File: config.mk
export PLATFORM = sky130hd
export DESIGN_NAME = bsg_link_ddr_downstream_ctrl
export DESIGN_NICKNAME = d
export VERILOG_FILES = /design/src/rtl/bsg_link_ddr_ctrl_pkg.sv /design/src/rtl/bsg_link_ddr_ctrl_timer.sv /design/src/rtl/bsg_link_ddr_downstream_ctrl.sv
export SDC_FILE = /design/constraint.sdc
export NUM_CORES = 1
export LEC_CHECK = 0
export ABC_CLOCK_PERIOD_IN_PS = 6000
export CORE_MARGIN = 10
export CORE_UTILIZATION = 56
export CTS_BUF_LIST = sky130_fd_sc_hd__clkbuf_8
export DETAILED_ROUTE_END_ITERATION = 12
export HOLD_SLACK_MARGIN = 0.08
export PLACE_DENSITY_LB_ADDON = 0.12
export SLEW_MARGIN = 20
export SYNTH_ARGS = -nofsm -noshare
export SYNTH_HDL_FRONTEND = slang
export SYNTH_SLANG_ARGS = --single-unit
File: constraint.sdc
create_clock -name clk_i -period 6 [get_ports clk_i]
set_clock_uncertainty 0.2 [all_clocks]
set_input_delay 1.5 -clock clk_i [delete_from_list [all_inputs] [get_ports clk_i]]
set_output_delay 1.5 -clock clk_i [all_outputs]
set_load 0.02 [all_outputs]
File: src/rtl/bsg_link_ddr_ctrl_pkg.sv
// Shared types and constants for the DDR link downstream bring-up sequencer.
// The optional statistics counters in the top are enabled by BSG_LINK_DDR_CTRL_STATS_EN.
package bsg_link_ddr_ctrl_pkg;

  typedef enum logic [2:0] {
    IDLE     = 3'd0,
    WAIT_CLK = 3'd1,
    IO_RST   = 3'd2,
    CORE_RST = 3'd3,
    UP       = 3'd4,
    FAIL     = 3'd5
  } state_e;

  localparam int stats_width_gp = 16;

  function automatic int max3(input int a, input int b, input int c);
    int m;
    m = (a > b) ? a : b;
    return (m > c) ? m : c;
  endfunction

endpackage

File: src/rtl/bsg_link_ddr_ctrl_timer.sv
// Loadable down-counter with an expiry flag, shared by the timed sequencer states.
// Holds at zero once expired so it never wraps.
module bsg_link_ddr_ctrl_timer #(
  parameter int width_p = 8
) (
  input  logic               clk_i,
  input  logic               reset_i,
  input  logic               load_i,
  input  logic [width_p-1:0] load_val_i,
  output logic               expired_o
);

  logic [width_p-1:0] count_r;

  // NOTE: sequential state uses non-blocking assignments so every register samples pre-edge values.
  always_ff @(posedge clk_i) begin
    if (reset_i)
      count_r <= '0;
    else if (load_i)
      count_r <= load_val_i;
    else if (count_r != '0)
      count_r <= count_r - 1'b1;
  end

  assign expired_o = (count_r == '0);

endmodule

File: src/rtl/bsg_link_ddr_downstream_ctrl.sv
// Core-clock bring-up and recovery sequencer for a multi-channel DDR link receiver.
// Define BSG_LINK_DDR_CTRL_STATS_EN to add saturating retry/drop counters.
module bsg_link_ddr_downstream_ctrl
  import bsg_link_ddr_ctrl_pkg::*;
#(
  parameter int num_channels_p      = 1,
  parameter int io_reset_cycles_p   = 32,
  parameter int core_reset_cycles_p = 16,
  parameter int timeout_cycles_p    = 4096,
  parameter int max_retries_p       = 3
) (
  input  logic                      clk_i,
  input  logic                      reset_i,
  input  logic                      start_i,
  input  logic                      force_reset_i,
  input  logic [num_channels_p-1:0] io_clk_alive_i,
  output logic                      core_link_reset_o,
  output logic [num_channels_p-1:0] io_link_reset_req_o,
  output logic                      link_up_o,
  output logic                      fail_o,
  output logic [2:0]                state_o
`ifdef BSG_LINK_DDR_CTRL_STATS_EN
  ,
  output logic [stats_width_gp-1:0] retry_total_o,
  output logic [stats_width_gp-1:0] drop_total_o
`endif
);

  localparam int ctr_width_lp =
    $clog2(max3(io_reset_cycles_p, core_reset_cycles_p, timeout_cycles_p)) + 1;
  localparam int retry_width_lp = (max_retries_p < 1) ? 1 : $clog2(max_retries_p + 1);

  localparam logic [ctr_width_lp-1:0] timeout_val_lp = ctr_width_lp'(timeout_cycles_p - 1);
  localparam logic [ctr_width_lp-1:0] io_val_lp      = ctr_width_lp'(io_reset_cycles_p - 1);
  localparam logic [ctr_width_lp-1:0] core_val_lp    = ctr_width_lp'(core_reset_cycles_p - 1);
  localparam logic [retry_width_lp-1:0] retry_max_lp = retry_width_lp'(max_retries_p);

  if (io_reset_cycles_p < 1 || core_reset_cycles_p < 1 || timeout_cycles_p < 1) begin : g_bad_cycles
    $error("bsg_link_ddr_downstream_ctrl: all cycle parameters must be >= 1");
  end

  state_e                    state_r, state_n;
  logic [retry_width_lp-1:0] retry_r, retry_n;
  logic                      tmr_load, tmr_expired;
  logic [ctr_width_lp-1:0]   tmr_val;
  logic                      all_alive, retry_at_max;

  assign all_alive    = &io_clk_alive_i;
  assign retry_at_max = (retry_r == retry_max_lp);
  assign state_o      = state_r;

  bsg_link_ddr_ctrl_timer #(.width_p(ctr_width_lp)) timer (
    .clk_i      (clk_i),
    .reset_i    (reset_i),
    .load_i     (tmr_load),
    .load_val_i (tmr_val),
    .expired_o  (tmr_expired)
  );

  // NOTE: every always_comb output gets a default first so no path can infer a latch.
  always_comb begin
    state_n  = state_r;
    retry_n  = retry_r;
    tmr_load = 1'b0;
    unique case (state_r)
      IDLE, FAIL: if (start_i) begin
        state_n = WAIT_CLK;
        retry_n = '0;
      end
      WAIT_CLK: begin
        if (all_alive)
          state_n = IO_RST;
        else if (tmr_expired) begin
          if (retry_at_max)
            state_n = FAIL;
          else begin
            retry_n  = retry_r + 1'b1;
            tmr_load = 1'b1;
          end
        end
      end
      IO_RST, CORE_RST: begin
        if (force_reset_i)
          state_n = WAIT_CLK;
        else if (!all_alive) begin
          state_n = retry_at_max ? FAIL : WAIT_CLK;
          if (!retry_at_max) retry_n = retry_r + 1'b1;
        end else if (tmr_expired) begin
          state_n = (state_r == IO_RST) ? CORE_RST : UP;
          if (state_r == CORE_RST) retry_n = '0;
        end
      end
      UP: if (force_reset_i || !all_alive) state_n = WAIT_CLK;
      default: state_n = IDLE;
    endcase

    // Any state change restarts the timer with the budget of the state being entered.
    if (state_n != state_r) tmr_load = 1'b1;
    case (state_n)
      WAIT_CLK: tmr_val = timeout_val_lp;
      IO_RST:   tmr_val = io_val_lp;
      CORE_RST: tmr_val = core_val_lp;
      default:  tmr_val = '0;
    endcase
  end

  // Outputs are registered from the next state so they line up with state_r.
  always_ff @(posedge clk_i) begin
    if (reset_i) begin
      state_r             <= IDLE;
      retry_r             <= '0;
      core_link_reset_o   <= 1'b1;
      io_link_reset_req_o <= '1;
      link_up_o           <= 1'b0;
      fail_o              <= 1'b0;
    end else begin
      state_r             <= state_n;
      retry_r             <= retry_n;
      core_link_reset_o   <= (state_n != UP);
      io_link_reset_req_o <= (state_n == CORE_RST || state_n == UP) ? '0 : '1;
      link_up_o           <= (state_n == UP);
      fail_o              <= (state_n == FAIL);
    end
  end

`ifdef BSG_LINK_DDR_CTRL_STATS_EN
  logic retry_evt, drop_evt;

  // Retry count only ever grows by one on a retry; every other change is a clear.
  assign retry_evt = (retry_n > retry_r);
  assign drop_evt  = (state_r == UP) && !force_reset_i && !all_alive;

  always_ff @(posedge clk_i) begin
    if (reset_i) begin
      retry_total_o <= '0;
      drop_total_o  <= '0;
    end else begin
      if (retry_evt && retry_total_o != '1) retry_total_o <= retry_total_o + 1'b1;
      if (drop_evt && drop_total_o != '1)   drop_total_o  <= drop_total_o + 1'b1;
    end
  end
`endif

endmodule

# [Yosys cells after proc, flatten, opt, wreduce, memory -nomap -nowiden]
# Index checks and enable logic that the tools add are counted.
[totals] output_inout_bits=7 inputBits=5 ram_bits=0 mem_count=0 romBits=0 latchBits=0 regBits=22
[op_classes] n_mul=0 n_bitwise=0 div_mod_pow=0 add_sub_neg=2 n_lt_le_gt_ge=0 n_shift=0 eq_ne=19 n_mux=29 n_reduce_logical=11
[op_table] cell="$pmux W12 S3" n=1
[op_table] cell="$mux W3" n=10
[op_table] cell="$mux W13" n=2
[op_table] cell="$mux W2" n=8
[op_table] cell="$logic_not A13 Y1" n=1
[op_table] cell="$reduce_bool A13 Y1" n=1
[op_table] cell="$sub A13 B1 Y13 const B" n=1
[op_table] cell="$eq A3 B2 Y1 const B" n=4
[op_table] cell="$eq A3 B3 Y1 const B" n=4
[op_table] cell="$pmux W3 S4" n=1
[op_table] cell="$reduce_and A7 Y1" n=1
[op_table] cell="$eq A3 B1 Y1 const B" n=2
[op_table] cell="$mux W1" n=6
[op_table] cell="$ne A2 B2 Y1 const B" n=3
[op_table] cell="$ne A3 B3 Y1 const B" n=2
[op_table] cell="$pmux W2 S3" n=1
[op_table] cell="$reduce_or A2 Y1" n=2
[op_table] cell="$logic_not A3 Y1" n=1
[op_table] cell="$ne A3 B2 Y1 const B" n=1
[op_table] cell="$ne A3 B3 Y1" n=1
[op_table] cell="$reduce_bool A3 Y1" n=1
[op_table] cell="$add A2 B1 Y2 const B" n=1
[op_table] cell="$eq A2 B2 Y1 const B" n=1
[op_table] cell="$logic_or A1 B1 Y1" n=2
[op_table] cell="3 further kinds" n=3

# [Logic depth before layout (Yosys ltp)]
# Gate-level depths: netlist of run 1.
[depth] word_depth=9 depth_mapped=8 depth_no_buf=7

# [Hierarchy]
# A second synthesis of run 1 with hierarchy kept.
[unflattened] hier_cells=171 area_unflattened_um2=1440.1
[by_module_without_submodules] module="bsg_link_ddr_ctrl_timer" area_per_inst_um2=763.2 n_inst=1 cells_per_inst=90
[by_module_without_submodules] module="bsg_link_ddr_downstream_ctrl" area_per_inst_um2=676.9 n_inst=1 cells_per_inst=81

# [Least setup slack after synthesis of run 1]
# OpenSTA, ideal clock, no wires.
[synth_path] path_type="input -> register" from="input port start_i" to="register timer.count_r[0]" setup_time_ns=0.092 path_slack_ns=3.122 cell_stages=5 required_time_ns=5.708 arrival_time_ns=2.586 n_path_buf=0 cell_sequence="mux2_2 -> a221oi_1 -> o221a_2 -> nand2_1 -> o32ai_1"
[synth_between] elab_chain_len=5
[synth_rtl] item="from (decl)" line_no="bsg_link_ddr_downstream_ctrl.sv:14" text="input logic start_i,"
[synth_rtl] item="$mux W3 *" line_no="bsg_link_ddr_downstream_ctrl.sv:66" text="IDLE, FAIL: if (start_i) begin"
[synth_rtl] item="$pmux W3 S4 *" line_no="bsg_link_ddr_downstream_ctrl.sv:65" text="unique case (state_r)"
[synth_rtl] item="$eq A3 B2 Y1 (tied with other cells)" line_no="bsg_link_ddr_downstream_ctrl.sv:99" text="case (state_n)"
[synth_rtl] item="$pmux W12 S3 / $mux W1 (equally long branches)" line_no="bsg_link_ddr_downstream_ctrl.sv:99, bsg_link_ddr_downstream_ctrl.sv:98"
[synth_rtl] item="$mux W13 / $reduce_bool A2 Y1 (equally long branches)"
[synth_rtl] item="to (signal assigned)" line_no="bsg_link_ddr_ctrl_timer.sv:20" text="count_r <= load_val_i;"
[synth_rtl] item="to (signal assigned)" line_no="bsg_link_ddr_ctrl_timer.sv:22" text="count_r <= count_r - 1'b1;"
[synth_rtl] item="to (decl)" line_no="bsg_link_ddr_ctrl_timer.sv:13" text="logic [width_p-1:0] count_r;"
# Every way passes the cells marked *; elsewhere a longest branch is shown, timed or not.
# A chain may end at the register's enable or synchronous reset.

# [Worst setup path in the final report of run 1]
[layout_path] from="input port io_clk_alive_i" to="register timer.count_r[8]"
[layout_between] elab_chain_len=7
[layout_rtl] item="from (decl)" line_no="bsg_link_ddr_downstream_ctrl.sv:16" text="input logic [num_channels_p-1:0] io_clk_alive_i,"
[layout_rtl] item="$logic_not A1 Y1" line_no="bsg_link_ddr_downstream_ctrl.sv:93" text="UP: if (force_reset_i || !all_alive) state_n = WAIT_CLK;"
[layout_rtl] item="$logic_or A1 B1 Y1" line_no="bsg_link_ddr_downstream_ctrl.sv:93"
[layout_rtl] item="$mux W3" line_no="bsg_link_ddr_downstream_ctrl.sv:93"
[layout_rtl] item="$pmux W3 S4" line_no="bsg_link_ddr_downstream_ctrl.sv:65"
[layout_rtl] item="$eq A3 B2 Y1 (tied with other cells)" line_no="bsg_link_ddr_downstream_ctrl.sv:99"
[layout_rtl] item="$pmux W12 S3 / $mux W1 (equally long branches)" line_no="bsg_link_ddr_downstream_ctrl.sv:99, bsg_link_ddr_downstream_ctrl.sv:98"
[layout_rtl] item="$mux W13 / $reduce_bool A2 Y1 (equally long branches)"
# Parallel ways exist; a longest one is shown, timed or not.

==> results of run 1 <==
## layout by cell type, fill, tap and decap left out, types with 2 or more instances in the layout
master	n
sky130_fd_sc_hd__nor4_4	3
sky130_fd_sc_hd__inv_1	6
sky130_fd_sc_hd__nor2b_1	3
sky130_fd_sc_hd__and2_2	2
sky130_fd_sc_hd__o221a_2	2
sky130_fd_sc_hd__clkdlybuf4s50_1	11
sky130_fd_sc_hd__clkbuf_8	4
sky130_fd_sc_hd__o21ai_0	10
sky130_fd_sc_hd__nor3_1	4
sky130_fd_sc_hd__o22ai_1	2
sky130_fd_sc_hd__o211ai_1	2
sky130_fd_sc_hd__ha_1	2
sky130_fd_sc_hd__o21ba_2	2
sky130_fd_sc_hd__a211oi_1	3
sky130_fd_sc_hd__nand2_1	10
sky130_fd_sc_hd__a21oi_1	3
sky130_fd_sc_hd__o32ai_1	2
sky130_fd_sc_hd__o31a_1	2
sky130_fd_sc_hd__dfxtp_1	22
sky130_fd_sc_hd__and2_1	2
sky130_fd_sc_hd__xor2_1	3
sky130_fd_sc_hd__or3_1	2
sky130_fd_sc_hd__nand3_1	2
sky130_fd_sc_hd__and3_1	2
sky130_fd_sc_hd__nor2_1	11
sky130_fd_sc_hd__nand3b_1	2
sky130_fd_sc_hd__xnor2_1	8
sky130_fd_sc_hd__nand2b_1	3
sky130_fd_sc_hd__or2_2	2
sky130_fd_sc_hd__or4_1	2
## where the power goes
part / switching, mW / internal (mW)
Clock: 0.0464 / 0.0585
Sequential: 0.0474 / 0.175
Combinational: 0.103 / 0.107
## stage by stage
stage / utilization (%) / setup slack, ns / std cells
CTS: 67.5 / 2.58 / 186
floorplan: - / 3.12 / 148
global placement: 65.0 / 2.33 / 182
global route: 67.5 / 2.41 / 186
finish: 67.5 / 2.57 / 186
detailed placement: 65.0 / 2.31 / 182
## cell type report
| type | count | area, um2 | area share (%) |
|---|---|---|---|
| clock buffers | 4 | 55.1 | 3.59 |
| repair buffers | 11 | 110 | 7.17 |
| multi-input cells | 115 | 872 | 56.8 |
| well taps | 28 | 35.0 | 2.28 |
| inverters | 6 | 22.5 | 1.47 |
| flip-flops and latches | 22 | 440 | 28.7 |
## sequential cells by signal, summed over array words and instances (netlist names)
name	flops
link_up_o	1
state_o	3
timer.count_r	13
io_link_reset_req_o	1
retry_r	2
fail_o	1
core_link_reset_o	1
## worst paths after layout
check	cells past startpoint	endpoint	startpoint	slack, ns
setup / recovery	6	timer.count_r[8]	io_clk_alive_i	2.57
hold / removal	2	retry_r[0]	retry_r[0]	0.38
setup reg to reg	7	timer.count_r[4]	timer.count_r[0]	3.71
hold reg to reg	2	retry_r[0]	retry_r[0]	0.38
## cells by family (layout without fill, tap and decap cells)
| family | Yosys count | in the layout | share of synthesized area [%] |
|---|---|---|---|
| mux | 1 | 1 | 0.823 |
| compound gates | 39 | 39 | 21.3 |
| flops | 22 | 22 | 32.2 |
| simple gates | 60 | 60 | 30.0 |
| buf+inv | 11 | 21 | 4.03 |
| fa+ha+maj | 3 | 3 | 2.56 |
| xor+xnor | 12 | 12 | 9.06 |
## per-layer routing
layer	global-route usage, %	vias to the layer above	share of wire, %
met3	2.85	6	3.9
met2	20.4	20	47
met4	6.43	0	2.1
met5	0	-	0
li1	-	565	-
met1	14.6	527	47
## tightest hold or removal path, cell delays in order (launching register included)
cell and delay (ns):
sky130_fd_sc_hd__dfxtp_1 0.35, sky130_fd_sc_hd__inv_1 0.10, sky130_fd_sc_hd__o31ai_1 0.08
==> parameters.txt, run 1 <==
Parameter                              Value

Synth
  Most common flop cell mapped by yosys    sky130_fd_sc_hd__dfxtp_1
  Number of enable flip-flop cells after synthesis    0
  Syn nets    155
  Sequential share of the synthesized area    32.2%
  Number of synthesized register bits    22
  Synth top area share    32.2%
  Warnings from Yosys    0
  Mean instance size in the synthesized netlist    9.24 um2
  Synth cell count leaders    22 x sky130_fd_sc_hd__dfxtp_1, 11 x sky130_fd_sc_hd__nor2_1, 10 x sky130_fd_sc_hd__nand2_1, 10 x sky130_fd_sc_hd__o21ai_0, 8 x sky130_fd_sc_hd__xnor2_1
  Async set-or-reset flop fraction in the synthesized netlist    0%
  Post-synthesis instance total    148
  Leading area contributor after synthesis    sky130_fd_sc_hd__dfxtp_1
  Most used standard cell by instance count after synthesis    sky130_fd_sc_hd__dfxtp_1
  Number of different library cells in the post-synthesis netlist    56
  Cell area after synthesis    1370 um2
  Cell types with the largest area share after synthesis    sky130_fd_sc_hd__dfxtp_1 32%, sky130_fd_sc_hd__xnor2_1 5.1%, sky130_fd_sc_hd__nor4_4 4.7%, sky130_fd_sc_hd__o21ai_0 3.7%, sky130_fd_sc_hd__nor2_1 3.0%

CTS
  CTS-repair resized insts    0
  Post-cts hold buffer count    0
  Total number of clock tree sinks    22
  Worst-Skew Late Latency    0.26 ns
  CTS tree    done
  Root Buffer Master    sky130_fd_sc_hd__clkbuf_8
  Inserted Clock Buffers    3
  Register clock-pin slew on the reported worst setup and hold paths    0.08 ns
  Post-CTS Repair Setup Buffers    0
  Maximum number of buffers from clock root to sink    2
  CTS H-tree lvls    1

Worst setup path
  Worst path buffer plus inverter count    1
  Arrival time at the worst endpoint    3.37 ns
  WS Path Type    input port to flop
  Launching element type of the critical path    input port
  Type of element capturing the critical path    flop
  Kind of cell with the highest combined delay on the critical path    simple AND/OR/NAND/NOR gates
  Critical path's slowest cell    sky130_fd_sc_hd__clkdlybuf4s50_1
  CP cell instances    clkdlybuf4s50_1, or3b_2, a211oi_1, a211oi_1, nand3b_1, o21ai_0
  Most used cell along the critical path    sky130_fd_sc_hd__a211oi_1
  Slowest stage delay, CP    0.63 ns
  Critical Path Fanout Max    9
  CP Data Required Time    5.94 ns

Global route
  Number of antenna violations at the first check in global routing    0
  First-pass GRT wire length    5130 um
  GR Overflow Total    0
  Pin count of the biggest net entering global routing    16
  Via count of the first global-routing pass    1110
  Total GRT Usage    12.4%

Routing
  Wire length after detailed routing    2790 um
  Total vias in the final route    1118
  Residual DRC count    0
  Via-to-Cell Ratio    6.01
  Detailed Routing Iterations Pass 1    4
  Post-route ant nets    0
  Violation count after the first detailed-route iteration    56
  Average routed wire per standard cell    15.0 um

Pwr
  Reported leakage power    0.537 nW
  Total power consumption of the routed design    0.536 mW
  Worst ir drop on vdd    0.194 mV
  Power per Cell Area    349 nW/um2

Floorplanning
  # rows    17
  Vertical die dimension    69.4 um
  Number of placed I/O pins    12
  Core box area    2280 um2
  Effective utilization at floorplan    60.1%
  Die area    4820 um2
  Die Span X    69.4 um

Finish
  ANT cells    0
  Total of fill cells in the finished design    172
  Summed area of non-filler cells in the final layout    1540 um2
  Layout cell share with drive strength beyond 1    15.8%
  Area growth syn-to-layout    12.3%
  Final net count    166

Status
  Run status    finished clean

Timing
  Peak Freq    0.291 GHz
  Final period util    57.2%
  Hold Slack    0.375 ns
  Slew at the pin closest to its max-slew limit    0.607 ns
  Final hold violations    0
  Final setup fails    0
  Setup repair after global routing missed its margin    false
  Summed negative setup slack over all endpoints    0 ns
  Final Critical Period    3.43 ns
  Slew margin rel.    59.5%
  Final Max Slew Viols    0

Placed design
  Placed wire-length estimate after detailed placement    2100 um
  Weighted congestion at the end of routability-driven global placement    0.813
  Input/output buffers    11
  Placed Area    1480 um2

Job
  Max_cap viols    0

Min path
  Type of the most critical hold path    flop to flop
No activity file was read; power rests on OpenSTA's default activity.
==> run 2: changes to the inputs <==
- ABC_CLOCK_PERIOD_IN_PS: 6000 -> 3600
- clock period: 6 -> 3.6 ns (I/O delays scaled with it)
==> parameters.txt, run 2 (synthesized netlist as in run 1, its figures left out) <==
Parameter                              Value

CTS
  Post-CTS Repair Setup Buffers    0
  CTS tree    done
  Total number of clock tree sinks    22
  Root Buffer Master    sky130_fd_sc_hd__clkbuf_8
  Register clock-pin slew on the reported worst setup and hold paths    0.08 ns
  Worst-Skew Late Latency    0.27 ns
  Inserted Clock Buffers    3
  CTS-repair resized insts    0
  Post-cts hold buffer count    0
  CTS H-tree lvls    1
  Maximum number of buffers from clock root to sink    2

Global route
  First-pass GRT wire length    5110 um
  Total GRT Usage    12.2%
  Met3 track demand over resource in global routing    4.14%
  GR Overflow Total    0
  Top Usage Layer GRT    met2
  Pin count of the biggest net entering global routing    16
  Met2 GRT Util    21.0%
  Number of antenna violations at the first check in global routing    0
  Global-route met1 utilization    14.1%
  Via count of the first global-routing pass    1135

Finish
  Summed area of non-filler cells in the final layout    1550 um2
  ANT cells    0
  Top library cells by usage in the layout, fill and taps aside    22 x sky130_fd_sc_hd__dfxtp_1, 11 x sky130_fd_sc_hd__nor2_1, 11 x sky130_fd_sc_hd__clkdlybuf4s50_1
  Layout cell share with drive strength beyond 1    15.8%
  Final core utilization    68.2%
  Area growth syn-to-layout    13.4%
  Final net count    166
  Largest register FFs    13
  Most frequent standard cell in the layout excluding fill and tap cells    sky130_fd_sc_hd__dfxtp_1
  Register containing the most flip-flops in the final layout    timer.count_r

Worst setup path
  Arrival time at the worst endpoint    2.78 ns
  Critical Path Fanout Max    9
  Setup slack of the most critical reg-to-reg path    1.30 ns
  WS Path Type    input port to flop
  Launching element type of the critical path    input port
  Critical R2R Launch    state_o[0]
  Reg-to-Reg End    timer.count_r[7]
  Depth of the worst register-to-register path    5
  CP Data Required Time    3.55 ns
  Beginning of the critical path    io_clk_alive_i
  Type of element capturing the critical path    flop

Routing
  Violation count after the first detailed-route iteration    52
  Via-to-Cell Ratio    6.07
  Total vias in the final route    1129
  Average routed wire per standard cell    15.4 um
  Wire length after detailed routing    2870 um
  Post-route ant nets    0
  Detailed Routing Iterations Pass 1    4
  Residual DRC count    0

Placed design
  Input/output buffers    11
  Weighted congestion at the end of routability-driven global placement    0.813
  Placed wire-length estimate after detailed placement    2160 um
  Placed Area    1480 um2

Timing
  Final setup fails    0
  Slew at the pin closest to its max-slew limit    0.596 ns
  Hold Slack    0.376 ns
  Final Max Slew Viols    0
  Slew margin rel.    60.2%
  Peak Freq    0.353 GHz
  Final period util    78.8%
  Final hold violations    0
  Setup repair after global routing missed its margin    false
  Final Critical Period    2.84 ns
  Summed negative setup slack over all endpoints    0 ns

Floorplanning
  Die Span X    69.4 um
  Number of placed I/O pins    12
  Effective utilization at floorplan    60.1%
  Die area    4820 um2
  Vertical die dimension    69.4 um
  # rows    17
  Core box area    2280 um2

Pwr
  Reported leakage power    0.544 nW
  Power per Cell Area    616 nW/um2
  Worst ir drop on vdd    0.500 mV

Min path
  Worst hold path cell count    2
  Sink of the worst hold path    retry_r[0]
  Hold_sp    retry_r[0]
  Type of the most critical hold path    flop to flop

Status
  Run status    finished clean

Job
  Max_cap viols    0
-- run 2: changes by cell type in the layout (fill, tap and decap cells not counted) --
| cell | previous run | this run |
|---|---|---|
| sky130_fd_sc_hd__bufinv_16 | 0 | 1 |
| sky130_fd_sc_hd__clkbuf_8 | 4 | 3 |
-- run 2: critical path, stage by stage --
cell and delay [ns]:
sky130_fd_sc_hd__clkdlybuf4s50_1 0.63, sky130_fd_sc_hd__or3b_2 0.47, sky130_fd_sc_hd__a211oi_1 0.28, sky130_fd_sc_hd__a211oi_1 0.10, sky130_fd_sc_hd__nand3b_1 0.26, sky130_fd_sc_hd__o21ai_0 0.14
-- run 2: final cells by class --
| cell class | instances | area, um2 |
|---|---|---|
| multi-input cells | 115 | 872 |
| fillers | 187 | 724 |
| flip-flops and latches | 22 | 440 |
| repair buffers | 11 | 110 |
| clock buffers | 3 | 41.3 |
| well taps | 28 | 35.0 |
| clock inverters | 1 | 30.0 |
| inverters | 6 | 22.5 |
-- run 2: worst max-delay path by stage --
stage	end	slack (ns)	cells after the start
floorplan	timer.count_r[0]	1.32	5
global placement	timer.count_r[9]	0.53	6
detailed placement	timer.count_r[7]	0.49	6
CTS	timer.count_r[7]	0.78	6
global route	timer.count_r[9]	0.63	6
finish	timer.count_r[7]	0.76	6
-- run 2: layer usage --
metal / wire length [um] / vias up
met5: 0 / -
met1: 1290 / 534
met2: 1420 / 22
met3: 133 / 4
met4: 18 / 0
li1: - / 569
-- run 2: power by group --
part | internal [mW] | switching (mW)
registers | 0.291 | 0.0791
clock network | 0.149 | 0.0872
logic | 0.178 | 0.171
total | 0.618 | 0.338
-- run 2: per-stage QoR --
stage,setup slack [ns],power [mW],std cells
6_report,0.764,0.955,186
5_1_grt,0.630,1.02,186
4_1_cts,0.782,0.962,186
3_5_place_dp,0.487,0.725,182
3_3_place_gp,0.529,0.715,182
2_1_floorplan,1.32,0.659,148
